## src/rtl/barrido_tabla_inciso2.sv

```systemverilog
`default_nettype none
// ============================================================================
//  Module      : barrido_tabla_inciso2
//  Description : Truth-table sweeper/checker for a 5-input function under test.
//                Drives all 32 vectors on {X,Y,Z,K,M}, waits SETTLE cycles,
//                samples F_in, builds a 32-bit signature and counts
//                mismatches against EXP_MASK outside the DC_MASK positions.
//  Revision    : 1.0 - initial release
// ============================================================================
module barrido_tabla_inciso2 #(
    parameter logic [31:0] EXP_MASK = 32'h0A26_8C5C,
    parameter logic [31:0] DC_MASK  = 32'h0198_0321,
    parameter int unsigned SETTLE   = 1
) (
    input  logic        clk,
    input  logic        rst,
    input  logic        start,
    input  logic        abort,
    output logic        X,
    output logic        Y,
    output logic        Z,
    output logic        K,
    output logic        M,
    input  logic        F_in,
    output logic        busy,
    output logic        done,
    output logic        pass,
    output logic [31:0] sig,
    output logic [5:0]  err_count,
    output logic        err_valid,
    output logic [4:0]  first_err
);

    typedef enum logic [0:0] {
        ST_IDLE = 1'b0,
        ST_RUN  = 1'b1
    } state_t;

    localparam logic [3:0] C_SETTLE  = 4'(SETTLE);
    localparam logic [4:0] C_LAST_IX = 5'd31;

    state_t      state_q;
    logic [4:0]  idx_q;
    logic [3:0]  cnt_q;
    logic        busy_q;
    logic        done_q;
    logic        pass_q;
    logic [31:0] sig_q;
    logic [5:0]  err_count_q;
    logic        err_valid_q;
    logic [4:0]  first_err_q;

    // Sample at the current vector disagrees with the expected table at a
    // position that is not a don't-care.
    logic w_mismatch;
    assign w_mismatch = !DC_MASK[idx_q] && (F_in != EXP_MASK[idx_q]);

    // Sweep controller: vector stepping, settle counting, signature capture
    // and error bookkeeping, all registered.
    always_ff @(posedge clk) begin
        if (rst) begin
            state_q     <= ST_IDLE;
            idx_q       <= 5'd0;
            cnt_q       <= 4'd0;
            busy_q      <= 1'b0;
            done_q      <= 1'b0;
            pass_q      <= 1'b0;
            sig_q       <= 32'd0;
            err_count_q <= 6'd0;
            err_valid_q <= 1'b0;
            first_err_q <= 5'd0;
        end else begin
            done_q <= 1'b0;
            case (state_q)
                ST_IDLE: begin
                    // start together with abort is treated as no request
                    if (start && !abort) begin
                        state_q     <= ST_RUN;
                        idx_q       <= 5'd0;
                        cnt_q       <= C_SETTLE;
                        busy_q      <= 1'b1;
                        pass_q      <= 1'b0;
                        sig_q       <= 32'd0;
                        err_count_q <= 6'd0;
                        err_valid_q <= 1'b0;
                        first_err_q <= 5'd0;
                    end
                end
                ST_RUN: begin
                    if (abort) begin
                        // partial signature and error state are left visible
                        state_q <= ST_IDLE;
                        idx_q   <= 5'd0;
                        cnt_q   <= 4'd0;
                        busy_q  <= 1'b0;
                        pass_q  <= 1'b0;
                    end else if (cnt_q != 4'd0) begin
                        cnt_q <= cnt_q - 4'd1;
                    end else begin
                        sig_q[idx_q] <= F_in;
                        if (w_mismatch) begin
                            err_count_q <= err_count_q + 6'd1;
                            err_valid_q <= 1'b1;
                            if (!err_valid_q) begin
                                first_err_q <= idx_q;
                            end
                        end
                        if (idx_q == C_LAST_IX) begin
                            state_q <= ST_IDLE;
                            idx_q   <= 5'd0;
                            busy_q  <= 1'b0;
                            done_q  <= 1'b1;
                            // final count includes the sample taken right now
                            pass_q  <= (err_count_q == 6'd0) && !w_mismatch;
                        end else begin
                            idx_q <= idx_q + 5'd1;
                            cnt_q <= C_SETTLE;
                        end
                    end
                end
                default: begin
                    state_q <= ST_IDLE;
                end
            endcase
        end
    end

    assign {X, Y, Z, K, M} = idx_q;
    assign busy            = busy_q;
    assign done            = done_q;
    assign pass            = pass_q;
    assign sig             = sig_q;
    assign err_count       = err_count_q;
    assign err_valid       = err_valid_q;
    assign first_err       = first_err_q;

endmodule
`default_nettype wire

```

## config.mk

```make
export PLATFORM = sky130hd
export DESIGN_NAME = barrido_tabla_inciso2
export DESIGN_NICKNAME = d
export VERILOG_FILES = /design/src/rtl/barrido_tabla_inciso2.sv
export SDC_FILE = /design/constraint.sdc
export NUM_CORES = 1
export LEC_CHECK = 0
export ABC_CLOCK_PERIOD_IN_PS = 3230
export CAP_MARGIN = 5
export CORE_MARGIN = 2
export CORE_UTILIZATION = 50
export CTS_BUF_LIST = sky130_fd_sc_hd__clkbuf_4 sky130_fd_sc_hd__clkbuf_8 sky130_fd_sc_hd__clkbuf_16
export CTS_CLUSTER_SIZE = 14
export DETAILED_ROUTE_END_ITERATION = 16
export GPL_TIMING_DRIVEN = 0
export PLACE_DENSITY = 0.77
export SYNTH_ARGS = -nofsm -noshare
export SYNTH_HDL_FRONTEND = slang
export SYNTH_SLANG_ARGS = --single-unit
```

## constraint.sdc

```tcl
create_clock -name clk -period 3.23 [get_ports clk]
set_input_delay 0.323 -clock clk [delete_from_list [all_inputs] [get_ports clk]]
set_output_delay 0.323 -clock clk [all_outputs]
set_load 0.005 [all_outputs]
```

### After elaboration in Yosys (flattened, before gate mapping)

Memory sizes are Yosys's and may differ from the RTL's. A register that Yosys moved wholly into a read port is not among the register bits.
Cells that the tools add are included.

* output and inout port bits: 52
* input bits: 5
* bits in registers: 57
* word-level logic and storage cells: 97
* memories kept: 2
* bits in read-only memories: 64

* add/sub/neg operators: 3
* equality and inequality tests: 10
* mux-type cells: 53
* bitwise logic cells: 1
* order comparisons: 2
* reduce and logical (&&, ||, !) cells: 16

Memories
* (name not given): words 32, width 1, rd ports 1, clocked after Yosys merged registers in 1, wr ports 0, line 56 `assign w_mismatch = !DC_MASK[idx_q] && (F_in != EXP_MASK[idx_q]);`
* (name not given): words 32, width 1, rd ports 1, clocked after Yosys merged registers in 1, wr ports 0, line 56

Operators with widths (count)
* 32-bit two-way mux: 3
* 32-bit case mux with 2 select lines: 1
* 5-bit two-way mux: 12
* 32-bit bitwise mux: 1
* 6-bit two-way mux: 4
* 5-bit case mux with 2 select lines: 2
* 1-bit two-way mux: 19
* 4-bit two-way mux: 4
* 6-bit case mux with 2 select lines: 1
* 2-bit inequality test (second input constant): 4
* 1-bit case mux with 2 select lines: 4
* 4-bit case mux with 2 select lines: 1
* 6-bit by 1-bit adder with 6-bit output (second input constant): 1
* 6-bit logical NOT: 1
* 5-bit by 6-bit less-than comparator with 1-bit output (second input constant): 1
* 3-bit AND reduction: 2
* 5-bit by 1-bit adder with 5-bit output (second input constant): 1
* 1-bit demux with 5-bit select: 1
* 5-bit == test (second input constant): 1
* 5-bit by 1-bit greater-or-equal comparator with 1-bit output (second input constant): 1
* 5-bit AND reduction: 1
* 1-bit logical AND: 4
* 4-bit inequality test (second input constant): 1
* 2-bit AND reduction: 2
* 10 further kinds: 12

### Logic depth before layout (Yosys ltp)

* depth after elaboration: 10
* gate-level depth with buffers: 15
* mapped depth without buffers: 12

### Worst setup path before layout

No wires, ideal clock.

* path type: flip-flop to flip-flop
* from: register idx_q[0]
* to: register with a tool-made name
* period minus slack after synthesis: 2915 ps
* path buffers: 3
* stages on the path, launching flop included: 16
* setup slack: 315 ps
* data required time: 3152 ps
* data arrival time: 2837 ps
* setup time: 78 ps
* cells stage by stage: dfxtp_1 ha_1 buf_2 and3_1 clkbuf_1 ha_1 nor3b_2 a21oi_1 a31o_1 or2_1 clkbuf_1 ha_1 inv_1 mux2i_1 o211a_1 nor3_1

RTL lines
* start, declared: line 43 `logic [4:0] idx_q;`
* start signal, assigned: line 116 `idx_q <= idx_q + 5'd1;`

==> metrics.md <==
| Metric | Value |
|---|---|
| Status | `complete, no violations` |
| Drt first-iter violations | `338` |
| VDD IR max | `0.0002754 V` |
| Slew headroom | `45.77%` |
| Fin cells | `514` |
| Max Slew Vio Count | `0` |
| Initial core utilization | `51.30%` |
| Crit path capture type | `flip-flop` |
| Die area | `0.006639 mm2` |
| Die Ht | `81.48 um` |
| CTS sink cnt | `59` |
| Detailed Route WL | `8.344 mm` |
| Worst path most repeated cell | `ha_1` |
| Setup slack after layout | `222.3 ps` |
| Placed Area | `0.003656 mm2` |
| Cells after Synth | `368` |
| Boundary pin count | `57` |
| Port buffer count | `56` |
| Setup CP Type | `reg2reg` |
| Multi-input logic area | `0.001678 mm2` |
| Slew at the pin closest to its max-slew limit | `807.3 ps` |
| Sw Share | `23.50%` |
| Worst skew pair latency | `350 ps` |
| Largest net degree at the start of global routing | `11` |
| CP Max Fanout | `10` |
| Pint | `1.285 mW` |
| Synth cell types | `50` |
| Setup Slack @ Placement | `-76.64 ps` |
| Crit-path max cell delay | `360 ps` |
| EDFF count, synth | `0` |
| DIE WIDTH | `81.48 um` |
| Num rows | `28` |
| Synth Area in XOR/XNOR | `0.8754%` |
| Sw Pwr | `0.3948 mW` |
| H-tree level count | `3` |
| DR pass1 iterations | `5` |
| Global route overflow | `0` |
| Root Buffer Master | `clkbuf_8` |
| Dpl hpwl | `5.655 mm` |
| Worst path slowest cell | `dfxtp_1` |
| Max-Cap Viols | `0` |
| Syn nets | `384` |
| Mux contribution to synthesized area | `0.6669%` |
| Hold Crit Class | `reg2reg` |
| Syn Std Cell Area | `0.003002 mm2` |
| DRC | `0` |
| Vias per cell | `5.759` |
| Synth Area in Compound Gates | `30.05%` |
| Inst Count DP | `499` |
| #FFs+latches synth | `59` |
| CTS tree | `done` |
| Final min period | `3008 ps` |
| Fin. Hold Viols | `0` |
| Power, Total | `1.680 mW` |
| Synth async-reset ratio | `0%` |
| Area of the core | `0.005851 mm2` |
| Share of post-route cells with drive strength above 1 | `6.834%` |
| Clk network pwr share | `48.3%` |
| Sequential fraction of the synthesis area | `39.35%` |
| Crit path DAT | `3270 ps` |
| # diodes | `0` |
| Initial antenna violation count | `0` |
| Synthesized area per cell | `8.157 um2` |
| GRT Util Overall | `26.58%` |
| Register Area | `0.001182 mm2` |
| Commonest non-fill, non-tap cell in the layout | `dfxtp_1` |
| Antenna viol nets, final | `0` |
| Worst-path clk slew | `70 ps` |
| FILL cells | `485` |
| CP required | `3490 ps` |
| TritonCTS Buffers | `9` |
| Drt wl/cell | `16.23 um` |
| Fin area | `0.003914 mm2` |
| Area fraction in and, or, nand and nor cells after synthesis | `18.92%` |
| Largest delay share family, worst path | `simple AND/OR/NAND/NOR gates` |
| Final setup viols | `0` |
| Max clock buf depth | `2` |
| Startpoint Class | `flip-flop` |
| Ys Warns | `0` |
| Placer Congestion | `0.8728` |
| Vias in the first global route | `2708` |
| Largest family of logic cells by synthesized area | `compound AO/OA/AOI/OAI gates` |
| Commonest non-fill, non-tap cells in the layout | `dfxtp_1, clkdlybuf4s50_1, a21oi_1` |
| Power Density | `429.2 mW/mm2` |
| Logic pwr share | `7.5%` |
| LEAKAGE | `1.361 nW` |
| Area grow syn2layout | `30.39%` |
| Ys flop type | `dfxtp_1` |
| CP cell instances | `ha_1 > buf_2 > and3_4 > ha_4 > nor3b_4 > a21oi_1 > a31o_1 > or2_1 > clkbuf_1 > ha_1 > inv_1 > mux2i_1 > o211a_1 > nor3_1` |
| Post-synthesis adder-cell area fraction | `4.585%` |
| Reg power frac | `44.2%` |
| Max Freq | `0.3325 GHz` |
| CP bufs+invs | `3` |
| Final nets | `451` |
| RSZ-0062 raised after global routing | `no` |
| Fin crit share | `93.12%` |
| First-pass GRT wire length | `13.25 mm` |
| Clock Skew | `5.970 ps` |
| Vias | `2960` |
-- power groups by stage --
stage	Combinational, mW	Clock [mW]	Sequential (mW)
after floorplan	0.0829	0	0.757
after global placement	0.117	0	0.758
after detailed placement	0.120	0	0.758
after CTS	0.123	0.810	0.742
after global routing	0.137	0.851	0.743
final	0.126	0.812	0.742
-- per-layer routing --
| metal | share of wire, % | global-route usage, % | routed length, um | up-vias |
|---|---|---|---|---|
| met1 | 45 | 37.37 | 3750 | 1393 |
| met3 | 6.6 | 5.055 | 548 | 12 |
| met4 | 1.5 | 10.51 | 128 | 0 |
| met5 | 0 | 0 | 0 | - |
| met2 | 47 | 40.25 | 3916 | 122 |
| li1 | - | - | - | 1433 |
-- state kept, by name (all words and copies together), names as in the netlist, named ones only --
register,count
busy,1
state_q,1
idx_q,5
err_valid,1
sig,32
err_count,6
cnt_q,4
pass,1
first_err,5
done,1
-- path summary, 6_finish.rpt --
check | from | slack [ps] | to | depth (start not counted)
worst max-delay path | idx_q[1] | 220 | flip-flop | 14
worst min register to register | sig[8] | 470 | sig[8] | 2
worst min-delay path | sig[8] | 470 | sig[8] | 2
worst max register to register | idx_q[1] | 220 | flip-flop | 14
-- cells in the mapped netlist, types with 4 or more instances --
master | count | area [um2]
nor2b_1 | 5 | 31.28
inv_1 | 15 | 56.30
clkbuf_1 | 24 | 90.09
dfxtp_1 | 59 | 1181
nand4_1 | 4 | 25.02
nand3_1 | 4 | 20.02
ha_1 | 11 | 137.6
a311oi_1 | 4 | 35.03
a21boi_0 | 32 | 240.2
a22oi_1 | 8 | 60.06
nand2_1 | 37 | 138.9
nor3_1 | 8 | 40.04
and3_1 | 9 | 56.30
o21ai_0 | 36 | 180.2
nor2_1 | 28 | 105.1
a21oi_1 | 41 | 205.2
-- kinds of logic (layout without fill, tap and decap cells) --
| logic type | after synthesis | count (layout) |
|---|---|---|
| xor+xnor | 3 | 3 |
| mux | 2 | 2 |
| compound gates | 138 | 138 |
| fa+ha+maj | 11 | 11 |
| simple gates | 113 | 113 |
| buf+inv | 42 | 113 |
| flops | 59 | 59 |
-- cell type report --
type                            instances  area share [%]
Inverter                               15           1.439
Tap cell                               75           2.398
Sequential cell                        59           30.21
Buffer                                 26           2.717
Clock buffer                            9           3.165
Timing Repair Buffer                   57           14.51
Multi-Input combinational cell        267           42.87
Clock inverter                          6           2.685
-- metrics by stage --
stage,hold WS (ps),setup TNS [ps],utilization [%]
6_report,474.3,0,66.89
5_1_grt,504.4,0,66.89
4_1_cts,476.7,0,66.64
3_5_place_dp,467.3,-90.80,62.49
3_3_place_gp,457.3,-52.94,62.49
2_1_floorplan,421.2,0,-
-- worst register-to-register path, cell delays in order (launching register included) --
cell and delay (ps):
dfxtp_1 360, ha_1 210, buf_2 200, and3_4 240
ha_4 190, nor3b_4 250, a21oi_1 100, a31o_1 200
or2_1 200, clkbuf_1 150, ha_1 330, inv_1 60
mux2i_1 60, o211a_1 230, nor3_1 170
-- what timing repair did --
action | CTS | global route
hold buffers | 0 | 0
resized for setup | 1 | 5
setup buffers | 1 | 0
pin swaps | 1 | 0
setup endpoints to repair | 2 | 2
Note: power is estimated with default switching activity, not from simulation.
